File: src/rtl/reg_rr_arbiter.sv
`default_nettype none
// ============================================================================
//  Module      : reg_rr_arbiter
//  Description : Round-robin arbiter that funnels NUM_REQ requester ports onto
//                a single downstream register bus, one transaction at a time,
//                with an optional downstream wait timeout.
//  Revision    : 1.0 - initial release
// ============================================================================
module reg_rr_arbiter #(
  parameter int NUM_REQ        = 4,
  parameter int ADDR_WIDTH     = 32,
  parameter int DATA_WIDTH     = 32,
  parameter int TIMEOUT_CYCLES = 256
) (
  input  logic                            clk_i,
  input  logic                            rst_i,
  // requester side
  input  logic [NUM_REQ-1:0]              req_valid_i,
  input  logic [NUM_REQ-1:0]              req_write_i,
  input  logic [NUM_REQ*ADDR_WIDTH-1:0]   req_addr_i,
  input  logic [NUM_REQ*DATA_WIDTH-1:0]   req_wdata_i,
  input  logic [NUM_REQ*DATA_WIDTH/8-1:0] req_wstrb_i,
  output logic [NUM_REQ-1:0]              rsp_ready_o,
  output logic [DATA_WIDTH-1:0]           rsp_rdata_o,
  output logic                            rsp_error_o,
  // downstream register bus
  output logic                            reg_valid_o,
  output logic                            reg_write_o,
  output logic [ADDR_WIDTH-1:0]           reg_addr_o,
  output logic [DATA_WIDTH-1:0]           reg_wdata_o,
  output logic [DATA_WIDTH/8-1:0]         reg_wstrb_o,
  input  logic                            reg_ready_i,
  input  logic [DATA_WIDTH-1:0]           reg_rdata_i,
  input  logic                            reg_error_i,
  output logic                            timeout_o
);

  localparam int IDX_W       = (NUM_REQ > 1) ? $clog2(NUM_REQ) : 1;
  localparam int STRB_W      = DATA_WIDTH / 8;
  localparam int CNT_W       = (TIMEOUT_CYCLES > 0) ? $clog2(TIMEOUT_CYCLES + 1) : 1;
  localparam bit TO_EN       = (TIMEOUT_CYCLES > 0);
  localparam int TO_LAST_INT = (TIMEOUT_CYCLES > 0) ? (TIMEOUT_CYCLES - 1) : 0;
  localparam logic [CNT_W-1:0] TO_LAST = TO_LAST_INT[CNT_W-1:0];
  localparam logic [CNT_W-1:0] CNT_MAX = {CNT_W{1'b1}};

  localparam logic [0:0] ST_IDLE = 1'b0;
  localparam logic [0:0] ST_BUSY = 1'b1;

  // (base + off) mod NUM_REQ without a divider; off is always < NUM_REQ
  function automatic logic [IDX_W-1:0] wrap_idx(input logic [IDX_W-1:0] base, input int off);
    int s;
    s = int'(base) + off;
    if (s >= NUM_REQ) s = s - NUM_REQ;
    return s[IDX_W-1:0];
  endfunction

  // --------------------------------------------------------------------------
  // State and latched transaction fields
  // --------------------------------------------------------------------------
  logic [0:0]            state_q,    state_d;
  logic [IDX_W-1:0]      rr_ptr_q,   rr_ptr_d;
  logic [IDX_W-1:0]      grant_q,    grant_d;
  logic [CNT_W-1:0]      wait_cnt_q, wait_cnt_d;
  logic                  write_q,    write_d;
  logic [ADDR_WIDTH-1:0] addr_q,     addr_d;
  logic [DATA_WIDTH-1:0] wdata_q,    wdata_d;
  logic [STRB_W-1:0]     wstrb_q,    wstrb_d;

  // --------------------------------------------------------------------------
  // Unpack the per-requester buses into arrays indexed by requester number
  // --------------------------------------------------------------------------
  logic [ADDR_WIDTH-1:0] w_addr  [NUM_REQ];
  logic [DATA_WIDTH-1:0] w_wdata [NUM_REQ];
  logic [STRB_W-1:0]     w_wstrb [NUM_REQ];

  for (genvar gi = 0; gi < NUM_REQ; gi++) begin : g_unpack
    assign w_addr[gi]  = req_addr_i[gi*ADDR_WIDTH +: ADDR_WIDTH];
    assign w_wdata[gi] = req_wdata_i[gi*DATA_WIDTH +: DATA_WIDTH];
    assign w_wstrb[gi] = req_wstrb_i[gi*STRB_W +: STRB_W];
  end

  // --------------------------------------------------------------------------
  // Arbitration: first valid requester at or above rr_ptr, wrapping around
  // --------------------------------------------------------------------------
  logic             w_any_req;
  logic [IDX_W-1:0] w_arb_idx;

  // Scan requesters starting at the round-robin pointer
  always_comb begin
    logic [IDX_W-1:0] cand;
    w_any_req = 1'b0;
    w_arb_idx = '0;
    cand      = '0;
    for (int k = 0; k < NUM_REQ; k++) begin
      cand = wrap_idx(rr_ptr_q, k);
      if (!w_any_req && req_valid_i[cand]) begin
        w_any_req = 1'b1;
        w_arb_idx = cand;
      end
    end
  end

  // --------------------------------------------------------------------------
  // Completion conditions while BUSY. A ready in the last wait cycle wins over
  // the timeout, so the timeout term requires reg_ready_i low.
  // --------------------------------------------------------------------------
  logic w_busy;
  logic w_timeout_hit;
  logic w_done;

  assign w_busy        = (state_q == ST_BUSY);
  assign w_timeout_hit = TO_EN && w_busy && !reg_ready_i && (wait_cnt_q == TO_LAST);
  assign w_done        = w_busy && (reg_ready_i || w_timeout_hit);

  // State register: everything returns to zero on reset, including the pointer
  always_ff @(posedge clk_i) begin
    if (rst_i) begin
      state_q    <= ST_IDLE;
      rr_ptr_q   <= '0;
      grant_q    <= '0;
      wait_cnt_q <= '0;
      write_q    <= 1'b0;
      addr_q     <= '0;
      wdata_q    <= '0;
      wstrb_q    <= '0;
    end else begin
      state_q    <= state_d;
      rr_ptr_q   <= rr_ptr_d;
      grant_q    <= grant_d;
      wait_cnt_q <= wait_cnt_d;
      write_q    <= write_d;
      addr_q     <= addr_d;
      wdata_q    <= wdata_d;
      wstrb_q    <= wstrb_d;
    end
  end

  // Next-state logic: grant and latch in IDLE, count and complete in BUSY
  always_comb begin
    state_d    = state_q;
    rr_ptr_d   = rr_ptr_q;
    grant_d    = grant_q;
    wait_cnt_d = wait_cnt_q;
    write_d    = write_q;
    addr_d     = addr_q;
    wdata_d    = wdata_q;
    wstrb_d    = wstrb_q;
    case (state_q)
      ST_IDLE: begin
        if (w_any_req) begin
          state_d    = ST_BUSY;
          grant_d    = w_arb_idx;
          write_d    = req_write_i[w_arb_idx];
          addr_d     = w_addr[w_arb_idx];
          wdata_d    = w_wdata[w_arb_idx];
          wstrb_d    = w_wstrb[w_arb_idx];
          wait_cnt_d = '0;
        end
      end
      ST_BUSY: begin
        if (w_done) begin
          // no arbitration in a completion cycle: always pass through IDLE
          state_d  = ST_IDLE;
          rr_ptr_d = wrap_idx(grant_q, 1);
        end else if (wait_cnt_q != CNT_MAX) begin
          // saturate so a disabled timeout never sees the counter wrap
          wait_cnt_d = wait_cnt_q + 1'b1;
        end
      end
      default: begin
        state_d = ST_IDLE;
      end
    endcase
  end

  // Output logic: everything is driven from latched fields while BUSY and is
  // forced to zero in IDLE or while reset is asserted, so an aborted
  // transaction never produces a response.
  always_comb begin
    reg_valid_o = 1'b0;
    reg_write_o = 1'b0;
    reg_addr_o  = '0;
    reg_wdata_o = '0;
    reg_wstrb_o = '0;
    rsp_ready_o = '0;
    rsp_rdata_o = '0;
    rsp_error_o = 1'b0;
    timeout_o   = 1'b0;
    if (w_busy && !rst_i) begin
      reg_valid_o = 1'b1;
      reg_write_o = write_q;
      reg_addr_o  = addr_q;
      reg_wdata_o = wdata_q;
      reg_wstrb_o = wstrb_q;
      rsp_rdata_o = reg_rdata_i;
      rsp_error_o = reg_error_i;
      if (w_timeout_hit) begin
        rsp_ready_o[grant_q] = 1'b1;
        rsp_error_o          = 1'b1;
        rsp_rdata_o          = '0;
        timeout_o            = 1'b1;
      end else if (reg_ready_i) begin
        rsp_ready_o[grant_q] = 1'b1;
      end
    end
  end

endmodule
`default_nettype wire

File: config.mk
export PLATFORM = sky130hd
export DESIGN_NAME = reg_rr_arbiter
export DESIGN_NICKNAME = d
export VERILOG_FILES = /design/src/rtl/reg_rr_arbiter.sv
export SDC_FILE = /design/constraint.sdc
export NUM_CORES = 1
export LEC_CHECK = 0
export BUFFER_PORTS_ARGS = -buffer_cell sky130_fd_sc_hd__clkbuf_2
export CORE_AREA = 2 2 165 167
export CTS_BUF_LIST = sky130_fd_sc_hd__clkbuf_8
export CTS_CLUSTER_DIAMETER = 60
export DETAILED_ROUTE_END_ITERATION = 16
export DIE_AREA = 0 0 167 169
export PLACE_DENSITY = 0.57
export SYNTH_ARGS = -nofsm -noshare
export SYNTH_HDL_FRONTEND = slang
export SYNTH_SLANG_ARGS = --single-unit
export TNS_END_PERCENT = 100
File: constraint.sdc
create_clock -name clk_i -period 2.5 [get_ports clk_i]
set_clock_uncertainty 0.15 [all_clocks]
set_input_delay 0.5 -clock clk_i [delete_from_list [all_inputs] [get_ports clk_i]]
set_output_delay 0.5 -clock clk_i [all_outputs]
set_load 0.03 [all_outputs]
==> metrics.md, run 1 <==
| Metric | Value |
|---|---|
| Clock-pin slew on the worst setup and hold paths | `90 ps` |
| Syn Area/Cell | `8.78 sq um` |
| Die width | `167 microns` |
| Largest area contributor in the netlist | `dfxtp_1` |
| Clk Latency, worst-skew pair | `360 ps` |
| Asr flop ratio synth | `0%` |
| Req. time, crit path | `1850 ps` |
| Net count, final | `1373` |
| Htree depth | `3` |
| Netlist cell types | `40` |
| PwrDens | `434 nW/um^2` |
| Final Instance Count excl. Fillers | `1395` |
| Setup ws final | `-78.2 ps` |
| Sequential Power Share | `38.9%` |
| DR WL/cell | `16.6 microns` |
| IO Count | `424` |
| P_int | `2.65 mW` |
| Final hold viol count | `0` |
| Synth Flop Type | `dfxtp_1` |
| Total of max-cap violations | `0` |
| Residual DRC | `0` |
| Fmax | `388 MHz` |
| Switching share of power | `32.2%` |
| Total number of vias | `6365` |
| Post-CTS Hold Fix Bufs | `0` |
| Die area | `28200 sq um` |
| Filler cell count | `2766` |
| Syn-to-layout area delta | `64.4%` |
| Clk pwr share | `27.5%` |
| Unrepaired setup endpoints after global routing | `yes` |
| Placed Cells incl. Taps | `1369` |
| Number of synthesized flops with an enable pin | `0` |
| Synth warn | `0` |
| Hpwl dp | `17500 microns` |
| Worst setup path class | `register to primary output` |
| Combinational cell fraction of total power | `33.6%` |
| Mapped Area | `5480 sq um` |
| Clk buf depth | `2` |
| Final setup violating endpoints | `38` |
| Failing checks | `negative setup slack` |
| Critical Path End Type | `primary output` |
| CTS root buf | `clkbuf_8` |
| Lkg Pwr | `4.64 nW` |
| Syn nets | `947` |
| Gpl congestion | `0.790` |
| Core Region | `26500 sq um` |
| Status | `finished with violations` |
| Initial antenna violation count | `0` |
| CTS Buf Count | `9` |
| WL final | `23200 microns` |
| Antenna cells | `0` |
| Grt ovf | `0` |
| Psw | `1.26 mW` |
| Initial DRC count | `265` |
| CP Data Arrival Time | `1930 ps` |
| Critical path launch point type | `register` |
| Worst hold margin | `286 ps` |
| Period utilization | `103%` |
| Port Buffer Count | `423` |
| Post-synth top area share | `30.3%` |
| First drt pass iteration count | `4` |
| CP Max Fanout | `6` |
| Synth Instances | `624` |
| Total GRT Usage | `15.7%` |
| Post-synthesis sequential area ratio | `30.3%` |
| Global-route wire length before repair | `35000 microns` |
| Worst slew pin tran | `526 ps` |
| Fin. max-slew vios | `0` |
| Final min period | `2580 ps` |
| Vias/cell | `4.56` |
| Vias in the first global route | `6335` |
| Initial Utilization | `20.7%` |
| FF+latch count, synth | `83` |
| Row count | `60` |
| Largest net degree at the start of global routing | `45` |
| Clock sinks | `83` |
| Relative slew slack | `64.8%` |
| Share of layout cells above drive strength 1 | `51.9%` |
| Largest cells by area after synthesis | `dfxtp_1, mux2i_1, o221ai_1, and3_1, nand2_1` |
| Hold crit path type | `input port to register` |
| CTS tree | `yes` |
| Routed Antenna Nets | `0` |
| Die Y | `169 microns` |
| Peak supply drop | `0.000174 V` |
state kept, by name, indices dropped and copies added (netlist names):
name        cells
grant_q         2
state_q         1
write_q         1
wdata_q        32
wstrb_q         4
rr_ptr_q        2
addr_q         32
wait_cnt_q      9
power groups by stage:
stage | Clock (mW) | Combinational (mW) | Sequential, mW
floorplan | 0 | 0.722 | 1.53
global placement | 0 | 1.23 | 1.55
detailed placement | 0 | 1.24 | 1.55
CTS | 1.15 | 1.31 | 1.52
global route | 1.20 | 1.43 | 1.54
finish | 1.08 | 1.32 | 1.52
path summary, 6_finish.rpt:
path / slack [ps] / to / start / cells past startpoint
worst max register to register: 140 / wait_cnt_q[3]$_SDFFE_PP0P_ / wait_cnt_q[1]$_SDFFE_PP0P_ / 9
worst min register to register: 310 / addr_q[16]$_SDFFE_PP0P_ / addr_q[16]$_SDFFE_PP0P_ / 2
worst max-delay path: -80 / rsp_rdata_o[29] / wait_cnt_q[3]$_SDFFE_PP0P_ / 9
worst min-delay path: 290 / wdata_q[8]$_SDFFE_PP0P_ / req_wdata_i[8] / 3
routing by layer:
layer / track usage, % / wire length, microns
met1: 18.5 / 9390
met3: 4.02 / 1590
met4: 3.90 / 282
met2: 28.4 / 11900
met5: 0 / 0
cell type report:
type	instances	area [sq um]	area share (%)
multi-input combinational	479	3690	41.0
timing repair buffer	471	2990	33.2
sequential	83	1670	18.5
tap	341	427	4.74
clock buffer	9	124	1.38
clock inverter	6	83.8	0.931
inverter	6	22.5	0.250
layout by cell type, fill, tap and decap left out, types with 11 or more instances in the layout:
master,n
nand2_1,76
clkbuf_2,385
clkbuf_8,11
nor2_1,17
and3_1,70
buf_4,34
and2_4,36
o221ai_1,63
dfxtp_1,77
buf_8,36
mux2i_1,134
worst max-delay path, stage by stage (launching register included):
cell and delay [ps]:
dfxtp_2 360, and3_4 190, nand2_2 70, nor2_4 130
ha_4 160, nor2b_4 170, nor2_4 80, buf_6 160
and2_4 140, buf_8 130
through the flow:
stage / worst slack [ps] / power, mW / TNS [ps] / utilization (%) / area, sq um
CTS: -179 / 3.98 / -5570 / 33.6 / 8900
detailed placement: 24.1 / 2.79 / 0 / 30.8 / 8150
floorplan: 114 / 2.25 / 0 / - / 5480
global placement: 59.0 / 2.78 / 0 / 30.8 / 8150
global route: -178 / 4.17 / -6230 / 34.0 / 9010
finish: -78.2 / 3.91 / -2370 / 34.0 / 9010
cells in the mapped netlist, types with 6 or more instances:
| master | instances |
|---|---|
| buf_2 | 11 |
| and2_1 | 37 |
| nor2_1 | 20 |
| a21oi_1 | 6 |
| a21o_1 | 8 |
| dfxtp_1 | 83 |
| o221ai_1 | 63 |
| ha_1 | 7 |
| mux2i_1 | 134 |
| o21ai_0 | 9 |
| o211ai_1 | 6 |
| nand3_1 | 9 |
| buf_6 | 9 |
| clkbuf_1 | 35 |
| and3_1 | 71 |
| inv_1 | 6 |
| nand2_1 | 77 |
kinds of logic (layout without fill, tap and decap cells):
logic type                 after synthesis  count (layout)  share of synthesized area (%)
xor gates and xnor gates                 6               6                          0.959
AOI/OAI and AO/OA                      102             102                           14.9
buffers and inverters                   62             492                           5.75
adders and majority gates                7               7                           1.60
DFF                                     83              83                           30.3
and+or+nand+nor                        230             230                           22.0
muxes                                  134             134                           24.5
repair_timing:
item	in CTS	in global routing
endpoints found under the setup margin	38	40
gates cloned	3	0
endpoints found under the hold margin	0	0
setup buffers	5	3
pin swaps	40	9
resized for setup	131	47
Note: power is estimated with default switching activity, not from simulation.
==> inputs of run 2 (changes only) <==
--- a/config.mk
+++ b/config.mk
@@ -6,11 +6,11 @@
 export NUM_CORES = 1
 export LEC_CHECK = 0
 export BUFFER_PORTS_ARGS = -buffer_cell sky130_fd_sc_hd__clkbuf_2
-export CORE_AREA = 2 2 165 167
+export CORE_AREA = 2 2 167 169
 export CTS_BUF_LIST = sky130_fd_sc_hd__clkbuf_8
 export CTS_CLUSTER_DIAMETER = 60
 export DETAILED_ROUTE_END_ITERATION = 16
-export DIE_AREA = 0 0 167 169
+export DIE_AREA = 0 0 169 171
 export PLACE_DENSITY = 0.57
 export SYNTH_ARGS = -nofsm -noshare
 export SYNTH_HDL_FRONTEND = slang
==> run 2 against run 1 <==
  * The run still ends with negative setup slack left
  * Global-route usage is 0.12 points lower
  * Critical path depth unchanged
  * Power up 0.24%
  * Clock power is essentially flat
  * Sequential power about the same
  * Count of clock-buffer cells in the layout unchanged
  * Combinational power hardly changed
  * Sequential cell count is the same
  * Non-clock buffer count rose by 1
  * First-iteration DRC count shrank 16%
  * Worst setup slack got worse by 38 ps
  * Register-to-register slack got worse by 80 ps
==> metrics.md, run 2 (synthesized netlist as in run 1, its figures left out) <==
| Metric | Value |
|---|---|
| Status | `finished with violations` |
| Failing checks | `negative setup slack` |
| CP max stage cell | `dfxtp_2` |
| Hold Crit Start | `req_wdata_i[64]` |
| Switching share of power | `32.6% (+0.40 points)` |
| Hold crit path type | `input port to register` |
| PwrDens | `433 nW/um^2 (-0.40%)` |
| CP Data Arrival Time | `1970 ps (+40 ps)` |
| Routed Antenna Nets | `0 (unchanged)` |
| Critical Path End Type | `primary output` |
| Clk Latency, worst-skew pair | `360 ps (about the same)` |
| Fin. max-slew vios | `0 (unchanged)` |
| Initial DRC count | `223 (-16%)` |
| Unrepaired setup endpoints after global routing | `yes` |
| Initial antenna violation count | `5 (+5)` |
| Sequential Power Share | `38.9% (about the same)` |
| Grt ovf | `0 (unchanged)` |
| Port Buffer Count | `423 (unchanged)` |
| Setup ws final | `-117 ps (-38.4 ps)` |
| Worst hold margin | `288 ps (+2.05 ps)` |
| Worst hold stages | `3 (unchanged)` |
| Worst slew pin tran | `543 ps (+16.6 ps)` |
| Vias/cell | `4.59 (+0.58%)` |
| Period utilization | `105% (+1.5 points)` |
| Reg2reg path depth | `10 (+1)` |
| Residual DRC | `0 (unchanged)` |
| Core Region | `27300 sq um (+3.1%)` |
| Psw | `1.28 mW (+1.5%)` |
| Largest registers | `addr_q: 32 flops, wdata_q: 32 flops, wait_cnt_q: 9 flops` |
| Combinational cell fraction of total power | `33.5% (about the same)` |
| Critical path launch point type | `register` |
| Gpl congestion | `0.802 (+1.6%)` |
| Worst setup path class | `register to primary output` |
| Filler cell count | `2840 (+2.7%)` |
| P_int | `2.64 mW (-0.36%)` |
| Clock sinks | `83 (unchanged)` |
| IO Count | `424 (unchanged)` |
| DR WL/cell | `16.9 microns (+1.7%)` |
| Final Total Pwr | `3.92 mW (+0.24%)` |
| WL final | `23700 microns (+2.4%)` |
| CTS root buf | `clkbuf_8` |
| FF-to-FF End | `wait_cnt_q[3]$_SDFFE_PP0P_` |
| Final core utilization | `33.2% (-0.81 points)` |
| Largest net degree at the start of global routing | `76 (+69%)` |
| Die area | `28900 sq um (+2.4%)` |
| Initial Utilization | `20.1% (-0.62 points)` |
| Crit-path max cell delay | `330 ps (-30 ps)` |
| Lkg Pwr | `4.65 nW (+0.35%)` |
| Most frequent cells in the layout | `clkbuf_2, mux2i_1, dfxtp_1` |
| Final setup violating endpoints | `38 (unchanged)` |
| Clock-pin slew on the worst setup and hold paths | `90 ps (about the same)` |
| Share of layout cells above drive strength 1 | `51.4% (-0.48 points)` |
| Total of max-cap violations | `0 (unchanged)` |
| Clk buf depth | `2 (unchanged)` |
| CP Max Fanout | `8 (+2)` |
| Total GRT Usage | `15.6% (-0.12 points)` |
| Die Y | `171 microns (+1.2%)` |
| Placed Cells incl. Taps | `1381 (+0.88%)` |
| Net count, final | `1377 (+0.29%)` |
| Peak supply drop | `0.000162 V (-6.9%)` |
| Final hold viol count | `0 (unchanged)` |
| Crit-path cells | `and3_4 > nand2_4 > nor2_4 > ha_4 > nor2b_4 > buf_12 > nor2_4 > and2_1 > clkbuf_8` |
| Clk pwr share | `27.6% (about the same)` |
| CP top delay family | `simple AND/OR/NAND/NOR gates` |
| FF-to-FF setup slack | `60 ps (-80 ps)` |
| Hpwl dp | `17900 microns (+2.0%)` |
| Min-Delay Endpoint | `wdata_q[0]$_SDFFE_PP0P_` |
| CTS tree | `yes` |
| CTS Buf Count | `9 (unchanged)` |
| First drt pass iteration count | `4 (unchanged)` |
| Die width | `169 microns (+1.2%)` |
| Final min period | `2620 ps (+38.4 ps)` |
| Total number of vias | `6448 (+1.3%)` |
| Global-route wire length before repair | `34400 microns (-1.7%)` |
| Htree depth | `3 (unchanged)` |
| Req. time, crit path | `1850 ps (about the same)` |
| Row count | `61 (+1.7%)` |
| Reg-to-Reg Start | `wait_cnt_q[5]$_SDFFE_PP0P_` |
| Vias in the first global route | `6401 (+1.0%)` |
| Commonest non-fill, non-tap cell in the layout | `clkbuf_2` |
| Final Instance Count excl. Fillers | `1405 (+0.72%)` |
| Fmax | `382 MHz (-1.5%)` |
| Worst path bufs/invs | `2 (unchanged)` |
| Most Frequent Cell on Critical Path | `nor2_4` |
| Relative slew slack | `63.8% (-0.98 points)` |
| Post-CTS Hold Fix Bufs | `0 (unchanged)` |
| Syn-to-layout area delta | `65.4%` |
| Setup TNS Final | `-3210 ps (-848 ps)` |
## run 2: cell types whose count changed in the layout (fill, tap and decap cells not counted), sizes merged
cell	change
clkbuf	+12
buf	-11
nor2	+3
diode	+1
## run 2: layer usage
| layer | vias to the layer above | track usage [%] | part of all wire [%] |
|---|---|---|---|
| li1 | 3166 | - | - |
| met1 | 2941 | 16.5 | 37 |
| met2 | 314 | 30.2 | 52 |
| met3 | 21 | 4.46 | 9.0 |
| met4 | 6 | 3.83 | 1.6 |
| met5 | - | 0 | 0.19 |
## run 2: worst max-delay path by stage
| stage | to | startpoint | cells after the start | slack [ps] |
|---|---|---|---|---|
| CTS | rsp_rdata_o[26] | wait_cnt_q[5]$_SDFFE_PP0P_ | 9 | -170 |
| finish | rsp_rdata_o[7] | wait_cnt_q[5]$_SDFFE_PP0P_ | 9 | -120 |
| detailed placement | rsp_rdata_o[31] | wait_cnt_q[5]$_SDFFE_PP0P_ | 8 | -610 |
| floorplan | rsp_rdata_o[0] | wait_cnt_q[0]$_SDFFE_PP0P_ | 8 | 110 |
| global route | rsp_rdata_o[0] | wait_cnt_q[5]$_SDFFE_PP0P_ | 9 | -200 |
| global placement | rsp_rdata_o[1] | wait_cnt_q[0]$_SDFFE_PP0P_ | 8 | -430 |
## run 2: final cells by class
type                            count  area [sq um]  area share (%)
Antenna cell                        1          2.50          0.0276
Clock buffer                        9           124            1.37
Clock inverter                      6          83.8           0.925
Inverter                            6          22.5           0.248
Multi-Input combinational cell    482          3740            41.3
Sequential cell                    83          1670            18.4
Tap cell                          346           433            4.78
Timing Repair Buffer              472          2990            33.0
## run 2: repair_timing
action / 4_1_cts / 5_1_grt
pin swaps: 14 / 24
endpoints found under the hold margin: 0 / 0
buffers inserted: 3 / 4
endpoints found under the setup margin: 73 / 50
cloned: 3 / 0
resized for setup: 114 / 50
## run 2: worst reg2reg max path: stages, from the launching register on
cell and delay [ps]:
dfxtp_2 330, and3_4 190, nand2_4 80, nor2_4 50
ha_4 150, buf_4 130, buf_6 120, or4b_4 550
o21a_4 170, or3_1 350, a21oi_1 120
## run 2: per-stage QoR
step,setup WS [ps],area [sq um]
floorplan,114,5480
global placement,-430,8210
detailed placement,-611,8210
CTS,-168,8920
global route,-198,9060
finish,-117,9060
## run 2: power groups by stage
stage	logic (mW)	clock network [mW]	registers [mW]
after floorplan	0.722	0	1.53
after global placement	1.24	0	1.55
after detailed placement	1.25	0	1.55
after CTS	1.31	1.16	1.53
after global routing	1.42	1.22	1.54
final	1.31	1.08	1.53
==> inputs of run 3 (changes only) <==
--- a/config.mk
+++ b/config.mk
@@ -5,13 +5,14 @@
 export SDC_FILE = /design/constraint.sdc
 export NUM_CORES = 1
 export LEC_CHECK = 0
+export ABC_AREA = 1
 export BUFFER_PORTS_ARGS = -buffer_cell sky130_fd_sc_hd__clkbuf_2
-export CORE_AREA = 2 2 167 169
+export CORE_AREA = 2 2 163 165
 export CTS_BUF_LIST = sky130_fd_sc_hd__clkbuf_8
 export CTS_CLUSTER_DIAMETER = 60
 export DETAILED_ROUTE_END_ITERATION = 16
-export DIE_AREA = 0 0 169 171
-export PLACE_DENSITY = 0.57
+export DIE_AREA = 0 0 165 167
+export PLACE_DENSITY = 0.66
 export SYNTH_ARGS = -nofsm -noshare
 export SYNTH_HDL_FRONTEND = slang
 export SYNTH_SLANG_ARGS = --single-unit
==> run 3 against run 2 <==
  * The run still ends with negative setup slack left
  * Die area is 4.7% lower
  * Core utilization increased by 8.8 points
  * Synthesized cell count rose by 120%
  * Combinational power grew 140%
  * First-iteration DRC count rose by 110%
  * Sequential cell count stayed put
  * Highest routed layer is now met4
  * Area after synthesis up 35%
  * Clock power is 7% lower
  * Largest cell class unchanged
  * Worst setup slack gained 73 ps
  * Non-clock buffer count did not move
  * Final area up 19%
  * Largest power group is now combinational cells
  * Sequential share of layout area fell by 3.0 points
==> metrics.md, run 3 <==
| Metric | Value |
|---|---|
| Status | `finished with violations` |
| Failing checks | `negative setup slack` |
| Clk pwr share | `17.1% (-11 points)` |
| Clock sinks | `83 (unchanged)` |
| Relative slew slack | `63.0% (-0.78 points)` |
| Fmax | `393 MHz (+2.9%)` |
| Largest area contributor in the netlist | `nand2_1` |
| Share of layout cells above drive strength 1 | `31.3% (-20 points)` |
| CTS root buf | `clkbuf_8` |
| Dpl cell area | `9980 sq um (+22%)` |
| Clk Latency, worst-skew pair | `370 ps (about the same)` |
| Antenna cells | `0 (-1)` |
| Worst slew pin tran | `549 ps (+5.84 ps)` |
| Global-route wire length before repair | `42200 microns (+23%)` |
| Largest registers | `addr_q: 32 flops, wdata_q: 32 flops, wait_cnt_q: 9 flops` |
| Final hold viol count | `0 (unchanged)` |
| Die area | `27600 sq um (-4.7%)` |
| Fin. max-slew vios | `0 (unchanged)` |
| Switching share of power | `45.0% (+12 points)` |
| Combinational cell fraction of total power | `54.2% (+21 points)` |
| Residual DRC | `0 (unchanged)` |
| Worst setup path class | `register to primary output` |
| Lkg Pwr | `6.31 nW (+36%)` |
| Final setup violating endpoints | `16 (-58%)` |
| Multi-input gate area | `4680 sq um (+25%)` |
| Filler cell count | `2842 (+0.070%)` |
| Setup ws final | `-43.9 ps (+72.7 ps)` |
| P_int | `3.22 mW (+22%)` |
| Final min period | `2540 ps (-72.7 ps)` |
| Core Region | `25800 sq um (-5.7%)` |
| Psw | `2.63 mW (+110%)` |
| Synth Flop Type | `dfxtp_1` |
| Req. time, crit path | `1850 ps (about the same)` |
| Row count | `59 (-3.3%)` |
| Synth top cells by count | `nand2_1, inv_1, nand3_1` |
| Clock-pin slew on the worst setup and hold paths | `90 ps (about the same)` |
| Number of synthesized flops with an enable pin | `0 (unchanged)` |
| Asr flop ratio synth | `0% (unchanged)` |
| Peak supply drop | `0.000316 V (+96%)` |
| Die Y | `167 microns (-2.3%)` |
| Syn nets | `1687 (+78%)` |
| Largest net degree at the start of global routing | `74 (-2.6%)` |
| Worst hold margin | `301 ps (+13.3 ps)` |
| Sequential Power Share | `28.6% (-10 points)` |
| Total GRT Usage | `19.2% (+3.6 points)` |
| Placed Cells incl. Taps | `2068 (+50%)` |
| Final Total Pwr | `5.84 mW (+49%)` |
| Final core utilization | `42.0% (+8.8 points)` |
| Vias/cell | `4.61 (+0.43%)` |
| Syn Area/Cell | `5.43 sq um (-38%)` |
| Place WS | `17.2 ps (+629 ps)` |
| Critical path launch point type | `register` |
| Total number of vias | `9661 (+50%)` |
| Hold crit path type | `register to register` |
| Period utilization | `102% (-2.9 points)` |
| Synth Instances | `1364 (+120%)` |
| Port Buffer Count | `423 (unchanged)` |
| WL final | `28200 microns (+19%)` |
| Post-synthesis sequential area ratio | `22.5% (-7.9 points)` |
| Synth warn | `0 (unchanged)` |
| CP Data Arrival Time | `1890 ps (-80 ps)` |
| PwrDens | `540 nW/um^2 (+25%)` |
| Count leader, synth | `nand2_1` |
| Design Area, Final | `10800 sq um (+19%)` |
| Commonest non-fill, non-tap cell in the layout | `nand2_1` |
| Mapped Area | `7400 sq um (+35%)` |
| Largest cells by area after synthesis | `nand2_1, dfxtp_1, nand3_1, inv_1, nand3b_1` |
| Post-CTS Hold Fix Bufs | `0 (unchanged)` |
| Vias in the first global route | `8501 (+33%)` |
| Setup TNS Final | `-402 ps (+2810 ps)` |
| First drt pass iteration count | `5 (+1)` |
| Net count, final | `2079 (+51%)` |
| CTS tree | `yes` |
| CP Max Fanout | `5 (-3)` |
| Total of max-cap violations | `0 (unchanged)` |
| Die width | `165 microns (-2.4%)` |
| Most frequent cells in the layout | `nand2_1, clkbuf_2, inv_1` |
| Netlist cell types | `28 (-30%)` |
| IO Count | `424 (unchanged)` |
| Reg area | `1660 sq um (-0.30%)` |
| FF+latch count, synth | `83 (unchanged)` |
| CTS Buf Count | `9 (unchanged)` |
| Gpl congestion | `0.860 (+7.2%)` |
| Initial DRC count | `471 (+110%)` |
| Unrepaired setup endpoints after global routing | `yes` |
| Clk buf depth | `2 (unchanged)` |
| Syn-to-layout area delta | `46.3%` |
| Htree depth | `3 (unchanged)` |
| Hpwl dp | `21000 microns (+17%)` |
| DR WL/cell | `13.5 microns (-20%)` |
| Routed Antenna Nets | `0 (unchanged)` |
| Final Instance Count excl. Fillers | `2096 (+49%)` |
| Critical Path End Type | `primary output` |
| Initial Utilization | `28.7% (+8.7 points)` |
| Post-synth top area share | `23.9% (-6.4 points)` |
| Grt ovf | `0 (unchanged)` |
| Initial antenna violation count | `0 (-5)` |
[run 3: changes by cell type after synthesis, moves of 8 or more]
cell	delta
nand3b_1	+87
a21o_1	-8
a21oi_1	+39
nor2_1	+98
o221ai_1	-63
and2_1	-37
mux2i_1	-134
nand3_1	+185
inv_1	+216
nand2_1	+395
and3_1	-71
buf_2	+31
buf_4	+12
[run 3: layout make-up]
cell class | count | share of cell area (%)
clock buffers | 9 | 1.14
inverters | 229 | 8.01
flip-flops and latches | 83 | 15.4
repair buffers | 472 | 27.7
clock inverters | 7 | 0.647
well taps | 335 | 3.87
multi-input cells | 961 | 43.2
[run 3: path summary, 6_finish.rpt]
kind / startpoint / endpoint / slack [ps] / cells after the start
hold reg to reg: wdata_q[24]$_SDFFE_PP0P_ / wdata_q[24]$_SDFFE_PP0P_ / 300 / 2
setup reg to reg: rr_ptr_q[1]$_SDFFE_PP0P_ / addr_q[15]$_SDFFE_PP0P_ / 160 / 15
setup / recovery: wait_cnt_q[1]$_SDFFE_PP0P_ / rsp_rdata_o[12] / -40 / 10
hold / removal: wdata_q[24]$_SDFFE_PP0P_ / wdata_q[24]$_SDFFE_PP0P_ / 300 / 2
[run 3: cell families after synthesis]
kind of cell	share of synthesized area, %
DFF	22.5
adders and majority gates	1.18
buffers and inverters	17.8
AOI/OAI and AO/OA	4.21
and+or+nand+nor	54.0
xor gates and xnor gates	0.355
[run 3: repair_timing]
| item | 4_1_cts | 5_1_grt |
|---|---|---|
| endpoints found under the setup margin | 38 | 146 |
| pin swaps | 17 | 7 |
| setup buffers | 8 | 4 |
| gates cloned | 2 | 0 |
| resized for setup | 107 | 42 |
[run 3: power by group through the flow]
stage                     registers [mW]  logic, mW  clock network, mW
final                               1.67       3.17               1.00
after global routing                1.70       3.55               1.11
after CTS                           1.67       3.17               1.05
after detailed placement            1.70       3.10                  0
after global placement              1.69       3.08                  0
after floorplan                     1.68       2.17                  0
[run 3: layer usage]
layer	global-route usage [%]	wire, microns	up-vias
li1	-	-	4927
met5	0	0	-
met3	3.89	2030	28
met1	23.4	11700	4311
met4	4.23	395	0
met2	34.4	14100	395
[run 3: critical path: stages (launching register included)]
cell	delay [ps]
dfxtp_2	360
ha_4	160
nand3_4	90
nor3_4	180
ha_4	180
nand2_4	70
inv_8	80
buf_12	120
buf_12	120
nor2_4	40
buf_8	130
